[src/rtl/display_pkg.sv]
// display_pkg: shared constants for seven-segment display drivers
package display_pkg;

    localparam int DIGITS = 8;

    // Bit positions inside an 8-bit segment code {dp,g,f,e,d,c,b,a}, active-low
    localparam int SEG_A  = 0;
    localparam int SEG_B  = 1;
    localparam int SEG_C  = 2;
    localparam int SEG_D  = 3;
    localparam int SEG_E  = 4;
    localparam int SEG_F  = 5;
    localparam int SEG_G  = 6;
    localparam int SEG_DP = 7;

    typedef logic [7:0] seg_t;

    localparam seg_t SEG_0     = 8'hC0;
    localparam seg_t SEG_1     = 8'hF9;
    localparam seg_t SEG_2     = 8'hA4;
    localparam seg_t SEG_3     = 8'hB0;
    localparam seg_t SEG_4     = 8'h99;
    localparam seg_t SEG_5     = 8'h92;
    localparam seg_t SEG_6     = 8'h82;
    localparam seg_t SEG_7     = 8'hF8;
    localparam seg_t SEG_8     = 8'h80;
    localparam seg_t SEG_9     = 8'h90;
    localparam seg_t SEG_BLANK = 8'hFF;

endpackage

[src/rtl/seg7_decode.sv]
// seg7_decode: BCD digit to active-low segments {g..a}, non-decimal values blank
module seg7_decode
    import display_pkg::*;
(
    input  logic [3:0] value,
    output logic [6:0] seg
);

    // Look up the glyph; 10-15 have no glyph and render dark
    always_comb begin
        case (value)
            4'd0:    seg = SEG_0[6:0];
            4'd1:    seg = SEG_1[6:0];
            4'd2:    seg = SEG_2[6:0];
            4'd3:    seg = SEG_3[6:0];
            4'd4:    seg = SEG_4[6:0];
            4'd5:    seg = SEG_5[6:0];
            4'd6:    seg = SEG_6[6:0];
            4'd7:    seg = SEG_7[6:0];
            4'd8:    seg = SEG_8[6:0];
            4'd9:    seg = SEG_9[6:0];
            default: seg = SEG_BLANK[6:0];
        endcase
    end

endmodule

[src/rtl/date_scan_display.sv]
// date_scan_display: multiplexes a packed "20YYMMDD" word onto an 8-digit common-anode display
module date_scan_display
    import display_pkg::*;
#(
    parameter int SCAN_DIV  = 50000,
    parameter int GUARD     = 2,
    parameter int BLINK_DIV = 250
) (
    input  logic        Clk,
    input  logic        Reset_n,
    input  logic [31:0] Data,
    input  logic [7:0]  blink_mask,
    input  logic [7:0]  dp_mask,
    output logic [7:0]  Sel,
    output logic [7:0]  Seg
);

    localparam int CW = $clog2(SCAN_DIV);
    localparam int FW = $clog2(BLINK_DIV + 1);
    localparam int IW = $clog2(DIGITS);

    logic [CW-1:0]       slot;
    logic [IW-1:0]       idx;
    logic [IW-1:0]       ridx;
    logic [FW-1:0]       frame;
    logic                phase;
    logic                first;
    logic [4*DIGITS-1:0] snap;
    logic [4*DIGITS-1:0] cur;
    logic [3:0]          nib;
    logic [6:0]          seg7;
    logic                slot_wrap;
    logic                frame_wrap;
    logic                blink_wrap;
    logic                guard;
    logic                blank;

    assign slot_wrap  = slot == CW'(SCAN_DIV - 1);
    assign frame_wrap = slot_wrap && idx == IW'(DIGITS - 1);
    assign blink_wrap = frame == FW'(BLINK_DIV - 1);
    assign guard      = int'(slot) < GUARD;
    // The first cycle after reset shows Data directly, since the snapshot is only being loaded then
    assign cur        = first ? Data : snap;
    assign ridx       = IW'(DIGITS - 1) - idx;
    assign nib        = cur[{ridx, 2'b00} +: 4];
    assign blank      = phase && blink_mask[idx];

    seg7_decode u_dec (
        .value (nib),
        .seg   (seg7)
    );

    // Slot/digit/frame counters, blink phase and the once-per-frame snapshot
    always_ff @(posedge Clk or negedge Reset_n) begin
        if (!Reset_n) begin
            slot  <= '0;
            idx   <= '0;
            frame <= '0;
            phase <= 1'b0;
            first <= 1'b1;
            snap  <= '0;
        end else begin
            first <= 1'b0;
            slot  <= slot_wrap ? '0 : slot + 1'b1;
            if (slot_wrap)
                idx <= idx + 1'b1;
            if (first || frame_wrap)
                snap <= Data;
            if (frame_wrap) begin
                frame <= blink_wrap ? '0 : frame + 1'b1;
                if (blink_wrap)
                    phase <= ~phase;
            end
        end
    end

    // Registered digit enable and segment drive, dark during the guard window
    always_ff @(posedge Clk or negedge Reset_n) begin
        if (!Reset_n) begin
            Sel <= 8'hFF;
            Seg <= SEG_BLANK;
        end else begin
            Sel <= guard ? 8'hFF : ~(8'h01 << idx);
            Seg <= (guard || blank) ? SEG_BLANK : {~dp_mask[idx], seg7};
        end
    end

endmodule

[config.mk]
export PLATFORM = sky130hd
export DESIGN_NAME = date_scan_display
export DESIGN_NICKNAME = d
export VERILOG_FILES = /design/src/rtl/display_pkg.sv /design/src/rtl/seg7_decode.sv /design/src/rtl/date_scan_display.sv
export SDC_FILE = /design/constraint.sdc
export NUM_CORES = 1
export LEC_CHECK = 0
export ABC_CLOCK_PERIOD_IN_PS = 3900
export CORE_UTILIZATION = 53
export DETAILED_ROUTE_END_ITERATION = 7
export PLACE_DENSITY = 0.8
export SLEW_MARGIN = 25
export SYNTH_ARGS = -nofsm -noshare
export SYNTH_HDL_FRONTEND = slang
export SYNTH_SLANG_ARGS = --single-unit
export TNS_END_PERCENT = 10
[constraint.sdc]
create_clock -name Clk -period 3.9 [get_ports Clk]
set_clock_uncertainty 0.2 [all_clocks]
set_input_delay 0.78 -clock Clk [delete_from_list [all_inputs] [get_ports Clk]]
set_output_delay 0.78 -clock Clk [all_outputs]
set_load 0.02 [all_outputs]
==> impl_metrics.json <==
{
  "status": "complete, no violations",
  "seq_area_frac_synth_pct": 48.9,
  "cts_root_buffer": "clkbuf_8",
  "path_delay_family": "flip-flops",
  "cp.buffers_inverters": 2,
  "cts_tree": "built",
  "drt_pass1_iterations": 5,
  "max_freq_mhz": 331,
  "cts_resized": 0,
  "grt_pass1_wl_mm": 13.2,
  "vias_per_cell": 5.73,
  "drv_slew": 0,
  "synth.cell_area_um2": 3980,
  "post-route-drc-count": 0,
  "mostFrequentLayoutCells": "clkdlybuf4s50_1, dfrtp_1, mux2_1, nand3_1, nor2_1",
  "grt_max_degree": 78,
  "syn_inst": 325,
  "place_congestion": 0.830,
  "tightest_slew_ns": 0.861,
  "cpMaxStageDelayCell": "dfrtp_1",
  "start_kind": "flop",
  "ys.flop_type": "dfrtp_1",
  "die_area_um2": 7870,
  "via_count": 2852,
  "initial_core_util_pct": 54.9,
  "hold_viol": 0,
  "wl_mm": 8.15,
  "crit_chain": "buf_4, mux4_2, nand2b_1, a22oi_1, inv_1, ha_1, nor4_1, a31oi_1",
  "die_y_um": 88.7,
  "antenna_found_initial": 0,
  "fin_crit_ns": 3.02,
  "p_leak_nw": 2.03,
  "grt_pass1_vias": 2827,
  "wl_per_cell_um": 16.4,
  "cts-hold-fix-buffers": 0,
  "worstRegToRegCells": 8,
  "slew_headroom_pct": 42.2,
  "ys_async_sr_fraction_pct": 100,
  "fin_area_um2": 4940,
  "diodes": 0,
  "final_nets": 458,
  "worst_path_largest_cell_delay_ns": 0.78,
  "dp_hpwl_mm": 5.85,
  "gr-total-overflow": 0,
  "cts_sinks": 77,
  "yosys.cell_types.count": 44,
  "cts.clk_slew.worst_paths_ns": 0.08,
  "peakVddDrop_mv": 0.191,
  "syn2layout_area_growth_pct": 23.9,
  "cts_buffers": 9,
  "rows": 31,
  "final_common_cell": "clkdlybuf4s50_1",
  "finalCritPeriodShare_pct": 77.4,
  "syn-num-nets": 389,
  "ys_ff_latch": 77,
  "core-area_um2": 7250,
  "worstPathRequired_ns": 3.97,
  "ys_warn_count": 0,
  "rsz0062_at_grt": "no",
  "path_depth": 8,
  "clk-insertion-delay-late_ns": 0.35,
  "end_kind": "flop",
  "synth-edff-count": 0,
  "die_w_um": 88.7,
  "placed_cell_area_um2": 4730,
  "drt_iter0_markers": 181,
  "drv_cap": 0,
  "critPathMaxFanout": 15,
  "post_cts_buffers": 0,
  "synth_area_per_cell_um2": 12.3,
  "drive_gt1_share_pct": 16.5,
  "hp-class": "input port to async pin",
  "ant_nets": 0,
  "setup_tns_ns": 0,
  "power_density_nw_per_um2": 349,
  "io_buffers": 65,
  "clk_path_buf_depth": 2,
  "final-setup-viol-count": 0,
  "cp.arrival_ns": 3.08,
  "htreeDepth": 3,
  "path_class": "flop to flop",
  "track_usage_pct": 22.5,
  "ios": 66
}
==> cells in the mapped netlist (all sizes together), types with 2 or more instances <==
| master | n | area (um2) |
|---|---|---|
| a21o | 3 | 22.5 |
| a21oi | 6 | 30.0 |
| a22o | 2 | 17.5 |
| a22oi | 3 | 32.5 |
| a2bb2oi | 4 | 35.0 |
| a31oi | 3 | 18.8 |
| and2 | 3 | 18.8 |
| and3 | 4 | 25.0 |
| buf | 9 | 48.8 |
| clkbuf | 3 | 11.3 |
| dfrtp | 60 | 1500 |
| dfstp | 17 | 447 |
| ha | 14 | 175 |
| inv | 10 | 37.5 |
| mux2 | 33 | 372 |
| mux2i | 6 | 60.1 |
| mux4 | 18 | 405 |
| nand2 | 20 | 80.1 |
| nand3 | 25 | 125 |
| nand4 | 6 | 37.5 |
| nor2 | 21 | 81.3 |
| nor2b | 5 | 31.3 |
| nor3 | 6 | 30.0 |
| nor4 | 6 | 67.6 |
| o21ai | 10 | 50.0 |
| o31ai | 3 | 22.5 |
| or3 | 2 | 12.5 |
| xnor2 | 10 | 87.6 |
| xor2 | 6 | 52.6 |
==> through the flow <==
step | utilization, % | setup slack, ns | cells | hold slack (ns) | total power [W]
final | 68.1 | 0.883 | 498 | 0.211 | 0.00172
after global routing | 68.1 | 0.664 | 498 | 0.289 | 0.00180
after CTS | 68.0 | 0.851 | 498 | 0.292 | 0.00174
after detailed placement | 65.2 | 0.569 | 482 | 0.275 | 0.00114
after global placement | 65.2 | 0.676 | 482 | 0.268 | 0.00113
after floorplan | - | 1.18 | 325 | 0.245 | 0.00101
==> path summary, 6_finish.rpt <==
kind                            end  slack [ns]  startpoint
max                          Seg[6]        0.88      idx[0]
min                         slot[5]        0.21     Reset_n
min in group Clk           snap[16]        0.29    snap[16]
max in group asynchronous   snap[7]        2.78     Reset_n
max reg2reg                  Seg[6]        0.88      idx[0]
min reg2reg                snap[16]        0.29    snap[16]
==> power by group <==
group	switching (W)	total, W	internal, W
Clock	0.000290	0.000602	0.000312
Sequential	0.0000223	0.000877	0.000854
Combinational	0.000104	0.000242	0.000138
==> registers in the layout (all words and copies together), names as in the netlist <==
name,count
idx,3
Sel,8
frame,8
Seg,8
slot,16
snap,32
first,1
phase,1
==> kinds of logic after synthesis <==
logic type | synth area share, %
XOR/XNOR | 3.52
flip-flops | 48.9
other | 0.0942
multiplexers | 21.0
AND/OR/NAND/NOR | 13.4
buffers and inverters | 2.54
AO/OA/AOI/OAI | 6.16
adder cells (fa/ha/maj) | 4.40
==> layer usage <==
| layer | share of wire [%] | up-vias | global-route usage [%] |
|---|---|---|---|
| met3 | 6.5 | 13 | 5.97 |
| met4 | 1.5 | 0 | 7.92 |
| met1 | 43 | 1432 | 30.4 |
| met2 | 49 | 85 | 35.5 |
| li1 | - | 1322 | - |
| met5 | 0 | - | 0 |
==> area by class of cell <==
type	instances	area (um2)
Inverter	11	41.3
Multi-Input combinational cell	225	1930
Clock inverter	6	62.6
Clock buffer	10	138
Tap cell	99	124
Sequential cell	77	1950
Timing Repair Buffer	70	689
Fill cell	537	2320
Note: power is estimated with default switching activity, not from simulation.
